## src/rtl/ex_mem_skid.sv

```systemverilog
// EX->MEM pipeline boundary: registers the execute result and presents it to the memory-access stage.
// Latency: 1 cycle from acceptance to mem_* when draining; sustains 1 result/cycle while mem_ready=1.
// Backpressure: 2-entry skid (main + skid); ex_ready comes from a flop and drops only when both entries are full.
module ex_mem_skid #(
    parameter int DATA_W = 32,
    parameter int ADDR_W = 5,
    parameter int CNT_W  = 32
) (
    input  logic              clk,
    input  logic              rst,
    input  logic              flush,
    input  logic              ex_valid,
    output logic              ex_ready,
    input  logic [ADDR_W-1:0] ex_wd,
    input  logic              ex_wreg,
    input  logic [DATA_W-1:0] ex_wdata,
    output logic              mem_valid,
    input  logic              mem_ready,
    output logic [ADDR_W-1:0] mem_wd,
    output logic              mem_wreg,
    output logic [DATA_W-1:0] mem_wdata,
    output logic [CNT_W-1:0]  retire_cnt
);

    typedef struct packed {
        logic [ADDR_W-1:0] wd;
        logic              wreg;
        logic [DATA_W-1:0] wdata;
    } ent_t;

    // State encoding doubles as the entry valid bits: bit0 = main valid, bit1 = skid valid.
    typedef enum logic [1:0] {
        EMPTY = 2'b00,
        BUSY  = 2'b01,
        FULL  = 2'b11
    } state_t;

    state_t           state_q, state_d;
    ent_t             main_q, main_d;
    ent_t             skid_q, skid_d;
    logic [CNT_W-1:0] cnt_q, cnt_d;

    logic in_xfer;
    logic out_xfer;
    ent_t cap;

    assign ex_ready   = ~state_q[1];
    assign mem_valid  = state_q[0];
    assign mem_wd     = main_q.wd;
    assign mem_wreg   = main_q.wreg;
    assign mem_wdata  = main_q.wdata;
    assign retire_cnt = cnt_q;

    assign in_xfer  = ex_valid & ex_ready;
    assign out_xfer = mem_valid & mem_ready;

    // Incoming result as it will be stored; a write-disabled result carries no data.
    always_comb begin
        cap       = '0;
        cap.wd    = ex_wd;
        cap.wreg  = ex_wreg;
        cap.wdata = ex_wreg ? ex_wdata : '0;
    end

    // Next-state for the two entries; an emptied main entry is zeroed so bubbles read as NOP.
    always_comb begin
        state_d = state_q;
        main_d  = main_q;
        skid_d  = skid_q;
        unique case (state_q)
            EMPTY: begin
                if (in_xfer) begin
                    state_d = BUSY;
                    main_d  = cap;
                end
            end
            BUSY: begin
                if (in_xfer && out_xfer) begin
                    main_d = cap;
                end else if (in_xfer) begin
                    state_d = FULL;
                    skid_d  = cap;
                end else if (out_xfer) begin
                    state_d = EMPTY;
                    main_d  = '0;
                end
            end
            FULL: begin
                if (out_xfer) begin
                    state_d = BUSY;
                    main_d  = skid_q;
                    skid_d  = '0;
                end
            end
            default: begin
                state_d = EMPTY;
                main_d  = '0;
                skid_d  = '0;
            end
        endcase
        // Flush wins over everything: buffered and incoming results are discarded.
        if (flush) begin
            state_d = EMPTY;
            main_d  = '0;
            skid_d  = '0;
        end
    end

    // Retire counter advances on every consumed result, including one consumed in a flush cycle.
    always_comb begin
        cnt_d = cnt_q + CNT_W'(out_xfer);
    end

    // State, entries and counter registers; reset clears everything immediately.
    always_ff @(posedge clk or negedge rst) begin
        if (!rst) begin
            state_q <= EMPTY;
            main_q  <= '0;
            skid_q  <= '0;
            cnt_q   <= '0;
        end else begin
            state_q <= state_d;
            main_q  <= main_d;
            skid_q  <= skid_d;
            cnt_q   <= cnt_d;
        end
    end

endmodule

```

## config.mk

```make
export PLATFORM = sky130hd
export DESIGN_NAME = ex_mem_skid
export DESIGN_NICKNAME = d
export VERILOG_FILES = /design/src/rtl/ex_mem_skid.sv
export SDC_FILE = /design/constraint.sdc
export NUM_CORES = 1
export LEC_CHECK = 0
export BUFFER_PORTS_ARGS = -buffer_cell sky130_fd_sc_hd__buf_2
export CORE_UTILIZATION = 30
export DETAILED_ROUTE_END_ITERATION = 8
export GPL_TIMING_DRIVEN = 1
export HOLD_SLACK_MARGIN = 0.1
export PLACE_DENSITY_LB_ADDON = 0.3
export SLEW_MARGIN = 15
export SYNTH_ARGS = -nofsm -noshare
export SYNTH_HDL_FRONTEND = slang
export SYNTH_SLANG_ARGS = --single-unit
```

## constraint.sdc

```tcl
create_clock -name clk -period 2.3 [get_ports clk]
set_input_delay 0.46 -clock clk [delete_from_list [all_inputs] [get_ports clk]]
set_output_delay 0.46 -clock clk [all_outputs]
set_load 0.05 [all_outputs]
```

* Word level (Yosys, flattened, before mapping)
Index checks and enable logic that the tools add are counted.
** Cells by class
- Add/sub/neg operators :: 1
- Equality and inequality tests :: 10
- Multiplexer cells :: 18
- Bitwise gates (word level) :: 3
- Reductions and logical operators :: 5
** Operators by type and width (count)
- $mux W38 :: 8
- $pmux W38 S3 :: 2
- $add A32 B1 Y32 :: 1
- $mux W32 :: 1
- $mux W2 :: 6
- $ne A3 B3 Y1 const B :: 4
- $ne A4 B4 Y1 const B :: 3
- $reduce_and A4 Y1 :: 3
- $pmux W2 S3 :: 1
- $and A1 B1 Y1 :: 2
- $eq A2 B1 Y1 const B :: 1
- $eq A2 B2 Y1 const B :: 1
- $logic_not A2 Y1 :: 1
- $ne A2 B2 Y1 const B :: 1
- $logic_and A1 B1 Y1 :: 1
- $not A1 Y1 :: 1
** Word-level totals
- Register bits after elaboration :: 110
- Input port bits :: 43
- Output and inout port bits :: 72
- Logic and storage cells :: 45

* Longest topological paths before layout
Gate-level depths: netlist of the first run.
- Depth after elaboration :: 6
- Mapped depth :: 9
- Gate-level depth less buffers :: 8

* Least setup slack after synthesis of the first run
OpenSTA, ideal clock, no wires.
- Path type :: reg2reg
- Start :: register state_q[0]
- End :: register cnt_q[28] (netlist: retire_cnt[28])
- Setup time :: 145 ps
- Data arrival time :: 2242 ps
- Required time :: 2155 ps
- Slack :: -87 ps
- Cell stages (with the launch flop) :: 10
- Buffers on the path :: 1
- Period minus slack after synthesis :: 2387 ps
- Cells stage by stage :: dfrtp_1 > nand2_1 > inv_1 > ha_1 > ha_1 > and4_1 > nand3_1 > clkbuf_1 > nor4_1 > xor2_1
** Between the ends
- Longest elaborated chain between the ends :: 2
** Ends and longest elaborated chain
- start: declaration :: RTL line 38 : state_t state_q, state_d;
- start signal: assignment :: RTL line 122 : state_q <= state_d;
- $and A1 B1 Y1 :: RTL line 55 : assign out_xfer = mem_valid & mem_ready;
- $add A32 B1 Y32 :: RTL line 111 : cnt_d = cnt_q + CNT_W'(out_xfer);
- via cnt_d[28] :: RTL line 41 : logic [CNT_W-1:0] cnt_q, cnt_d;
- end signal: assignment :: RTL line 125 : cnt_q <= cnt_d;
- end: declaration :: RTL line 41
The timed path passes the listed nets, and every way through them passes these cells.
A chain may end at the register's enable or synchronous reset.

* Final worst setup path of the first run
- Start :: register state_q[0]
- End :: register main_q, in the netlist mem_wdata[7]
** Between the ends
- Longest elaborated chain between the ends :: 5
- Elaborated cells between the ends (all ways) :: 13
- Those cells by class :: 6 x eq/ne; 3 x mux; 1 x bitwise; 3 x reduce/logical
** Ends and longest elaborated chain
- $and A1 B1 Y1 :: RTL line 55
- $logic_and A1 B1 Y1 :: RTL line 78 : if (in_xfer && out_xfer) begin
- $mux W38 :: RTL line 78
- $pmux W38 S3 :: RTL line 70 : unique case (state_q)
- $mux W38 :: RTL line 102 : if (flush) begin
- end signal: assignment :: RTL line 123 : main_q <= main_d;
- end: declaration :: RTL line 39 : ent_t main_q, main_d;
Parallel ways exist; a longest one is shown, timed or not.

==> summary.md, run 1 <==
| Metric | Value |
|---|---|
| Largest net degree at the start of global routing | 54 |
| Worst min path class | input port to flop |
| Clk sinks | 110 |
| FP Rows | 45 |
| Hold Worst Slack | 0.328 ns |
| Setup violations, final | 0 |
| Vias per inst | 5.02 |
| Number of global-route vias before repair | 3545 |
| Reg2reg path depth | 8 |
| Power per Cell Area | 954 nW/um2 |
| Post-synthesis net count | 433 |
| Async SR Flop Fraction | 100% |
| Hold Path Cell Cnt | 2 |
| Setup Skew | 0.00779 ns |
| Final Total Pwr | 5.80 mW |
| RSZ-0062 raised after global routing | yes |
| Max Clock Freq | 450 MHz |
| Htree depth | 3 |
| Worst-Skew Late Latency | 0.36 ns |
| Nets@finish | 558 |
| Die Wd | 128 um |
| Netlist cell types | 39 |
| Die ar. | 16400 um2 |
| Antenna Nets Post-Route | 0 |
| Yosys synthesis warning count | 0 |
| CTS Buf Count | 9 |
| Setup slack, reg-to-reg | 0.08 ns |
| Initial Util | 31.0% |
| Type of the worst setup path | flop to flop |
| Total track usage | 14.5% |
| Slew Limit Fails | 0 |
| Root Buffer | clkbuf_16 |
| Synth Flop Type | dfrtp_1 |
| Core area | 15400 um2 |
| Port Buffers | 114 |
| First-pass GRT wire length | 18400 um |
| CP Launch Type | flop |
| Maximum VDD drop | 0.000739 V |
| Final instance area | 6080 um2 |
| Io pins | 115 |
| Status | complete, no violations |
| Layout cells sized above 1 | 32.5% |
| Synth Instances | 384 |
| EDFF count, synth | 0 |
| Detailed Place HPWL | 7620 um |
| Final hold vios | 0 |
| CP max FO | 16 |
| Initial antenna violation count | 0 |
| Static leakage | 3.15 nW |
| Footprint of the multi-input gates | 1860 um2 |
| # DRC | 0 |
| Register area share after synthesis | 57.8% |
| Detailed Routing Iterations Pass 1 | 5 |
| Worst Max-Slew Pin Slew | 0.754 ns |
| Minimum clock period | 2.22 ns |
| WL/cell | 15.9 um |
| Die Ht | 128 um |
| TNS Setup | 0 ns |
| RD Place Congestion | 0.807 |
| Relative slew slack | 49.7% |
| Crit. End Element | flop |
| WL final | 11500 um |
| Period Utilization, post-route | 96.6% |
| Diodes inserted | 0 |
| Max-cap violation count | 0 |
| Crit path required time | 2.59 ns |
| WP data arrival | 2.52 ns |
| Register area | 2750 um2 |
| Fillers | 1456 |
| Worst r2r src | state_q[0] |
| Placement Cell Area | 5720 um2 |
| CTS tree | built |
| Hold Crit Start | ex_wdata[1] |
| Initial DRC Count | 148 |
| Avg Cell Area, Syn | 12.4 um2 |
| Area Overhead vs Synth | 27.7% |
| Via count | 3640 |
| CTS clk-pin slew, worst paths | 0.08 ns |
| FF-to-FF End | mem_wdata[7] |
| Post-Syn Area | 4770 um2 |
| Grt ovf | 0 |
| Bufs on Longest Clock Path | 2 |
| Endpoint, Worst Hold | skid_q[1] |
| Flops & latches, synth | 110 |
==> per-layer routing <==
layer	GRT usage, %	vias to the layer above	part of all wire, %
met5	0	-	0
met4	6.99	0	1.7
met3	2.71	17	5.0
met2	22.8	108	49
met1	19.2	1848	44
li1	-	1667	-
==> synthesized netlist by cell type (2+ instances only) <==
library cell  count  area [um2]
clkbuf_1         12        45.0
mux2i_1           6        60.1
a221o_1          32         320
buf_4             4        30.0
nor2_1            2        7.51
dfrtp_1         110        2750
nand2_1          17        63.8
xor2_1           20         175
nor2b_1           2        12.5
nand4_1           4        25.0
xnor2_1          10        87.6
ha_1              6        75.1
a21oi_1           2        10.0
o21ai_0           2        10.0
inv_1            15        56.3
nor3_1            9        45.0
buf_2             8        40.0
and2_0            2        12.5
a22o_1           44         385
buf_6             3        33.8
nand3_1           8        40.0
and2_1           31         194
and4_1            5        43.8
and3_1            6        37.5
nor4_1           10        62.6
==> placed cells by master (no fill, tap or decap), types with 8 or more instances in the layout <==
cell type	Yosys	routed
xnor2_1	10	10
clkbuf_16	0	10
xor2_1	20	20
dfrtp_1	110	109
and2_1	31	31
a22o_1	44	44
nand3_1	8	8
buf_4	4	20
nor4_1	10	8
buf_2	8	113
nor3_1	9	9
a221o_1	32	32
nand2_1	17	17
inv_1	15	15
==> worst max-delay path by stage <==
stage                     from              to  slack [ns]  depth (start not counted)
floorplan           state_q[1]    mem_wdata[0]        0.01                          8
global placement    state_q[0]    mem_wdata[3]        0.05                          8
detailed placement    ex_valid       mem_wd[2]        0.02                          5
CTS                 state_q[0]       mem_wd[2]       0.009                          6
global route        state_q[0]  retire_cnt[28]       -0.04                         10
finish              state_q[0]    mem_wdata[7]        0.08                          8
==> per-stage QoR <==
stage	cells	utilization, %	setup slack (ns)
after detailed placement	705	37.2	0.0202
final	725	39.6	0.0782
after floorplan	384	-	0.0125
after global routing	725	39.6	-0.0434
after CTS	722	39.2	0.00925
after global placement	705	37.2	0.0518
==> critical path, cell delays in order (launching register included) <==
cell	delay (ns)
dfrtp_2	0.41
buf_4	0.16
ha_1	0.28
a2bb2oi_2	0.21
a2111oi_4	0.35
buf_4	0.19
and2_2	0.21
clkbuf_16	0.20
a221o_1	0.15
==> repair_timing <==
| action | 4_1_cts | 5_1_grt |
|---|---|---|
| hold buffers | 1 | 0 |
| endpoints found under the setup margin | 0 | 37 |
| buffers inserted | 0 | 1 |
| hold endpoints to repair | 31 | 0 |
| gates resized for setup | 0 | 4 |
==> cell families after synthesis <==
family | share of synthesized area (%)
XOR/XNOR | 5.51
multiplexers | 1.50
AO/OA/AOI/OAI | 17.2
AND/OR/NAND/NOR | 12.2
buffers and inverters | 4.31
flip-flops | 57.8
adder cells (fa/ha/maj) | 1.58
==> cell type report <==
type / count / share of cell area [%]
Clock buffer: 9 / 3.70
Tap cell: 211 / 4.34
Timing Repair Buffer: 141 / 14.2
Clock inverter: 7 / 1.05
Inverter: 15 / 0.925
Multi-Input combinational cell: 232 / 30.5
Sequential cell: 110 / 45.3
==> registers in the layout, indices dropped and copies added (netlist names) <==
signal / cells
mem_wd: 5
mem_wdata: 32
mem_wreg: 1
retire_cnt: 32
skid_q: 38
state_q: 2
==> report_power, final <==
part           total [mW]  switching [mW]  internal [mW]
Combinational        1.96            1.32          0.641
Sequential           2.33           0.154           2.17
Clock                1.51           0.752          0.760
(Power assumes the default switching activity.)
==> inputs of run 2 (changes only) <==
- RECOVER_POWER: default -> 25
==> summary.md, run 2 (synthesis results as in run 1) <==
| Metric | Value |
|---|---|
| Status | complete, no violations |
| Max-cap violation count | 0 (unchanged) |
| Register area | 2750 um2 (unchanged) |
| Grt ovf | 0 (unchanged) |
| Comb pwr share | 33.8% (about the same) |
| Post-Place Cells | 705 (unchanged) |
| Worst Max-Slew Pin Slew | 0.893 ns (+0.139 ns) |
| Crit. End Element | flop |
| RSZ-0062 raised after global routing | yes |
| Initial antenna violation count | 0 (unchanged) |
| Worst-Skew Late Latency | 0.36 ns (about the same) |
| Most frequent cells in the layout | buf_2, dfrtp_1, a22o_1, a221o_1, and2_1 |
| DR WL met2 | 5640 um (+0.18%) |
| CP max stage cell | dfrtp_2 |
| CP peak stage delay | 0.41 ns (about the same) |
| Antenna Nets Post-Route | 0 (unchanged) |
| Final Total Pwr | 5.80 mW (about the same) |
| Number of global-route vias before repair | 3545 (unchanged) |
| Core area | 15400 um2 (unchanged) |
| Period Utilization, post-route | 96.5% (-0.14 points) |
| Area Overhead vs Synth | 27.6% (about the same) |
| FF-to-FF End | mem_wdata[7] |
| Hold Path Cell Cnt | 2 (unchanged) |
| Net Sw Frac | 38.4% (about the same) |
| Setup Skew | 0.00781 ns (+0.0000178 ns) |
| WL/cell | 15.9 um (about the same) |
| Bufs on Longest Clock Path | 2 (unchanged) |
| Port Buffers | 114 (unchanged) |
| Detailed Routing Iterations Pass 1 | 5 (unchanged) |
| Largest net degree at the start of global routing | 54 (unchanged) |
| Maximum VDD drop | 0.000739 V (about the same) |
| Endpoint, Worst Hold | skid_q[1] |
| Seq pwr share | 40.1% (about the same) |
| Die ar. | 16400 um2 (unchanged) |
| Power per Cell Area | 954 nW/um2 (about the same) |
| FP Rows | 45 (unchanged) |
| Fillers | 1456 (unchanged) |
| Clk sinks | 110 (unchanged) |
| Layout cells sized above 1 | 32.5% (unchanged) |
| RD Place Congestion | 0.807 (unchanged) |
| CP max FO | 16 (unchanged) |
| Detailed Place HPWL | 7620 um (unchanged) |
| Relative slew slack | 40.5% (-9.3 points) |
| Largest delay share family, worst path | compound AO/OA/AOI/OAI gates |
| P_int | 3.58 mW (about the same) |
| Final hold vios | 0 (unchanged) |
| Reg2reg path depth | 8 (unchanged) |
| Stages on the worst setup path | 8 (unchanged) |
| Final Non-Filler Cells | 725 (unchanged) |
| # DRC | 0 (unchanged) |
| Footprint of the multi-input gates | 1860 um2 (unchanged) |
| Setup violations, final | 0 (unchanged) |
| Most common cell after layout, fill and taps aside | buf_2 |
| Top sig layer | met4 |
| Via count | 3634 (-0.16%) |
| Number of flip-flops in the largest register | 38 (unchanged) |
| WP data arrival | 2.51 ns (about the same) |
| P_sw | 2.23 mW (about the same) |
| Die Ht | 128 um (unchanged) |
| CP most frequent cell | buf_4 |
| Nets@finish | 558 (unchanged) |
| Largest Register | skid_q |
| Type of the worst setup path | flop to flop |
| WL final | 11500 um (about the same) |
| Wire length on met3 | 610 um (+5.4%) |
| Setup slack, reg-to-reg | 0.08 ns (about the same) |
| CTS tree | built |
| Worst r2r src | state_q[0] |
| Max Clock Freq | 451 MHz (+0.15%) |
| CP Launch Type | flop |
| Htree depth | 3 (unchanged) |
| Io pins | 115 (unchanged) |
| Clock share of power | 26.0% (about the same) |
| CTS Buf Count | 9 (unchanged) |
| WP buf/inv | 3 (unchanged) |
| Crit path required time | 2.59 ns (about the same) |
| First-pass GRT wire length | 18400 um (unchanged) |
| Slew Limit Fails | 0 (unchanged) |
| Initial DRC Count | 148 (unchanged) |
| Initial Util | 31.0% (unchanged) |
| Worst min path class | input port to flop |
| Die Wd | 128 um (unchanged) |
| CTS clk-pin slew, worst paths | 0.08 ns (about the same) |
| Root Buffer | clkbuf_16 |
| Vias per inst | 5.01 (-0.16%) |
| Static leakage | 3.15 nW (about the same) |
| Hold Crit Start | ex_wdata[1] |
| Total track usage | 14.5% (unchanged) |
| Minimum clock period | 2.22 ns (-0.00327 ns) |
| Diodes inserted | 0 (unchanged) |
| Met1 wire length | 5050 um (-0.86%) |
| Worst path cell trace | buf_4, ha_1, a2bb2oi_2, a2111oi_4, buf_4, and2_2, clkbuf_16, a221o_1 |
run 2: changes by cell type in the layout (fill, tap and decap cells not counted):
cell,change
buf_4,-1
clkbuf_2,+1
run 2: worst reg2reg max path, stage by stage (launching register included):
cell       delay, ns
dfrtp_2         0.41
buf_4           0.16
ha_1            0.28
a2bb2oi_2       0.21
a2111oi_4       0.35
buf_4           0.19
and2_2          0.21
clkbuf_16       0.20
a221o_1         0.15
run 2: cell type report:
class                           instances  area share (%)
Sequential cell                       110            45.3
Clock buffer                            9            3.70
Multi-Input combinational cell        232            30.5
Tap cell                              211            4.34
Timing Repair Buffer                  141            14.2
Clock inverter                          7            1.05
Inverter                               15           0.926
run 2: how the worst max path moves through the flow:
stage,start,endpoint,slack (ns)
finish,state_q[0],mem_wdata[7],0.08
global route,state_q[0],retire_cnt[28],-0.04
CTS,state_q[0],mem_wd[2],0.009
detailed placement,ex_valid,mem_wd[2],0.02
global placement,state_q[0],mem_wdata[3],0.05
floorplan,state_q[1],mem_wdata[0],0.01
run 2: per-stage QoR:
| stage | util (%) | instance area, um2 | worst slack [ns] | setup TNS (ns) | hold slack (ns) |
|---|---|---|---|---|---|
| global placement | 37.2 | 5720 | 0.0518 | 0 | 0.437 |
| global route | 39.6 | 6080 | -0.0434 | -0.199 | 0.327 |
| detailed placement | 37.2 | 5720 | 0.0202 | 0 | 0.454 |
| CTS | 39.2 | 6020 | 0.00925 | 0 | 0.312 |
| floorplan | - | 4770 | 0.0125 | 0 | 0.164 |
| finish | 39.6 | 6080 | 0.0814 | 0 | 0.328 |
run 2: routing by layer:
| layer | global-route usage (%) | vias up |
|---|---|---|
| li1 | - | 1668 |
| met4 | 6.99 | 0 |
| met1 | 19.2 | 1832 |
| met3 | 2.71 | 17 |
| met2 | 22.8 | 117 |
| met5 | 0 | - |
run 2: power by group through the flow:
stage | clock network (mW) | registers [mW] | logic [mW]
finish | 1.51 | 2.33 | 1.96
global route | 1.64 | 2.37 | 2.10
CTS | 1.58 | 2.33 | 1.95
detailed placement | 0 | 2.36 | 1.94
global placement | 0 | 2.36 | 1.92
floorplan | 0 | 2.97 | 0.679
run 2: what timing repair did:
item / CTS / global route
gates resized for setup: 0 / 4
hold buffers: 1 / 0
endpoints found under the hold margin: 31 / 0
buffers inserted: 0 / 1
setup endpoints to repair: 0 / 37
==> inputs of run 3 (changes only) <==
- ABC_AREA: default -> 1
==> summary.md, run 3 <==
| Metric | Value |
|---|---|
| Status | finished with violations |
| Failing checks | capacitance limit, slew limit |
| Setup violations, final | 0 (unchanged) |
| CTS tree | built |
| # DRC | 0 (unchanged) |
| Synthesized-area fraction occupied by xor and xnor cells | 2.10% (-3.4 points) |
| Io pins | 115 (unchanged) |
| CP peak stage delay | 0.46 ns (+0.05 ns) |
| Detailed Routing Iterations Pass 1 | 6 (+1) |
| Net Sw Frac | 44.7% (+6.3 points) |
| Worst-Skew Late Latency | 0.36 ns (about the same) |
| Synth Instances | 885 (+130%) |
| Static leakage | 4.09 nW (+30%) |
| Nets@finish | 1031 (+85%) |
| Post-Synth Simple-Gate Area | 44.4% (+32 points) |
| WP data arrival | 2.27 ns (-0.24 ns) |
| Worst path cell trace | nand2_1, inv_1, ha_1, ha_1, nand3_1, inv_1, nand2_1, nor2_1, xor2_1 |
| CP max stage cell | dfrtp_1 |
| Detailed Place HPWL | 11700 um (+54%) |
| Via count | 5841 (+61%) |
| CP max FO | 6 (-10) |
| Reg2reg path depth | 9 (+1) |
| Antenna Nets Post-Route | 0 (unchanged) |
| Power per Cell Area | 893 nW/um2 (-6.5%) |
| Fillers | 2181 (+50%) |
| Initial DRC Count | 389 (+160%) |
| Number of flip-flops in the largest register | 38 (unchanged) |
| Total track usage | 17.0% (+2.5 points) |
| CTS clk-pin slew, worst paths | 0.07 ns (about the same) |
| Initial Util | 30.8% (-0.22 points) |
| P_int | 3.63 mW (+1.6%) |
| Most frequent cells in the layout | nand2_1, buf_2, dfrtp_1, nand3_1, nor2_1 |
| Register area share after synthesis | 44.0% (-14 points) |
| Die ar. | 21400 um2 (+31%) |
| Crit. End Element | flop |
| FP Rows | 52 (+16%) |
| Core area | 20300 um2 (+32%) |
| Htree depth | 3 (unchanged) |
| Post-CTS Hold Buffers | 0 (-1) |
| TNS Setup | 0 ns (unchanged) |
| Place WS | 0.272 ns (+0.252 ns) |
| WL final | 17400 um (+51%) |
| Relative slew slack | -5.16% (-46 points) |
| Post-synthesis net count | 934 (+120%) |
| Largest family of logic cells by synthesized area | simple AND/OR/NAND/NOR gates |
| Crit path required time | 2.58 ns (about the same) |
| Number of global-route vias before repair | 5613 (+58%) |
| Slew Limit Fails | 111 (+111) |
| Clock share of power | 23.4% (-2.6 points) |
| Maximum VDD drop | 0.000504 V (-32%) |
| Worst Max-Slew Pin Slew | 1.58 ns (+0.684 ns) |
| Clk sinks | 110 (unchanged) |
| Synth top area share | 44.0% (-14 points) |
| Hold Path Cell Cnt | 5 (+3) |
| Most common cell after layout, fill and taps aside | nand2_1 |
| Synth Flop Type | dfrtp_1 |
| Grt ovf | 0 (unchanged) |
| Bufs on Longest Clock Path | 2 (unchanged) |
| Area Overhead vs Synth | 17.6% |
| Top cells by count, synth | nand2_1, dfrtp_1, nand3_1, nor2_1, inv_1 |
| Max Clock Freq | 502 MHz (+11%) |
| Yosys synthesis warning count | 0 (unchanged) |
| Die Wd | 146 um (+14%) |
| Layout cells sized above 1 | 17.1% (-15 points) |
| Initial antenna violation count | 0 (unchanged) |
| Die Ht | 146 um (+14%) |
| Vias per inst | 4.65 (-7.3%) |
| Port Buffers | 114 (unchanged) |
| CTS Buf Count | 9 (unchanged) |
| Async SR Flop Fraction | 100% (unchanged) |
| Type of the worst setup path | flop to flop |
| Post-Syn Area | 6250 um2 (+31%) |
| Area contributors post-synth | dfrtp_1, nand2_1, nand3_1 |
| CP Launch Type | flop |
| WL/cell | 13.8 um (-13%) |
| Setup Skew | 0.00721 ns (-0.000596 ns) |
| First-pass GRT wire length | 29200 um (+59%) |
| Multiplexer share of the synthesized area | 0% (-1.5 points) |
| Max-cap violation count | 1 (+1) |
| RD Place Congestion | 0.891 (+10%) |
| Adder-cell share of the synthesized area | 1.20% (-0.37 points) |
| Final hold vios | 0 (unchanged) |
| Total setup buffers inserted after CTS | 0 (unchanged) |
| Synth Area in Compound Gates | 0.420% (-17 points) |
| Comb pwr share | 40.0% (+6.2 points) |
| P_sw | 2.93 mW (+32%) |
| Minimum clock period | 1.99 ns (-0.226 ns) |
| Largest Register | skid_q |
| RSZ-0062 raised after global routing | no |
| Root Buffer | clkbuf_16 |
| Seq pwr share | 36.6% (-3.5 points) |
| Flops & latches, synth | 110 (unchanged) |
| Cts repair resizes | 0 (unchanged) |
| Final Worst Setup Slack | 0.308 ns (+0.226 ns) |
| Netlist cell types | 24 (-38%) |
| Diodes inserted | 0 (unchanged) |
| EDFF count, synth | 0 (unchanged) |
| Worst min path class | input port to flop |
| Largest net degree at the start of global routing | 111 (+110%) |
| Most frequent cell after synthesis | nand2_1 |
| Period Utilization, post-route | 86.6% (-9.8 points) |
| Avg Cell Area, Syn | 7.06 um2 (-43%) |
| Area leader, netlist | dfrtp_1 |
## run 3: per-layer routing
metal / vias up / part of all wire (%) / track usage, %
li1: 2993 / - / -
met1: 2704 / 47 / 22.5
met4: 0 / 0.97 / 3.54
met3: 11 / 4.8 / 3.34
met2: 133 / 47 / 28.6
met5: - / 0 / 0
## run 3: stage by stage
stage | power (mW) | util [%] | hold slack (ns) | std cells | cell area, um2
final | 6.56 | 36.2 | 0.449 | 1257 | 7350
after global routing | 6.98 | 36.2 | 0.479 | 1257 | 7350
after CTS | 6.67 | 36.3 | 0.219 | 1257 | 7360
after detailed placement | 5.10 | 34.9 | 0.458 | 1241 | 7080
after global placement | 5.08 | 34.9 | 0.456 | 1241 | 7080
after floorplan | 4.38 | - | 0.164 | 885 | 6250
## run 3: critical path: cells and delay by family, from the launching register on
family,cells,cell delay (ns)
xor gates and xnor gates,1,0.15
adders and majority gates,2,0.51
buffers and inverters,2,0.27
DFF,1,0.46
and+or+nand+nor,4,0.53
## run 3: cells by family (layout without fill, tap and decap cells)
family	Yosys count	in the layout
fa+ha+maj	6	6
simple gates	649	649
compound gates	3	3
flops	110	110
xor+xnor	15	15
buf+inv	102	204
## run 3: path summary, 6_finish.rpt
check	slack (ns)	from	end
max	0.31	state_q[0]	retire_cnt[16]
min	0.45	ex_wd[4]	mem_wd[4]
max reg2reg	0.31	state_q[0]	retire_cnt[16]
min reg2reg	0.47	skid_q[12]	skid_q[12]
max in group asynchronous	0.67	rst	retire_cnt[19]
min in group asynchronous	0.62	rst	mem_wdata[25]
## run 3: layout make-up
cell class,instances,area [um2],area share (%)
clock buffer,12,256,3.49
clock inverter,4,30.0,0.408
inverter,49,189,2.57
multi-input combinational,673,3030,41.2
sequential,110,2750,37.4
tap,270,338,4.59
timing repair buffer,139,761,10.3
## run 3: power groups by stage
stage	clock network (mW)	registers, mW	logic, mW
6_report	1.54	2.40	2.62
5_1_grt	1.66	2.45	2.87
4_1_cts	1.60	2.40	2.67
3_5_place_dp	0	2.44	2.66
3_3_place_gp	0	2.44	2.65
2_1_floorplan	0	3.09	1.30
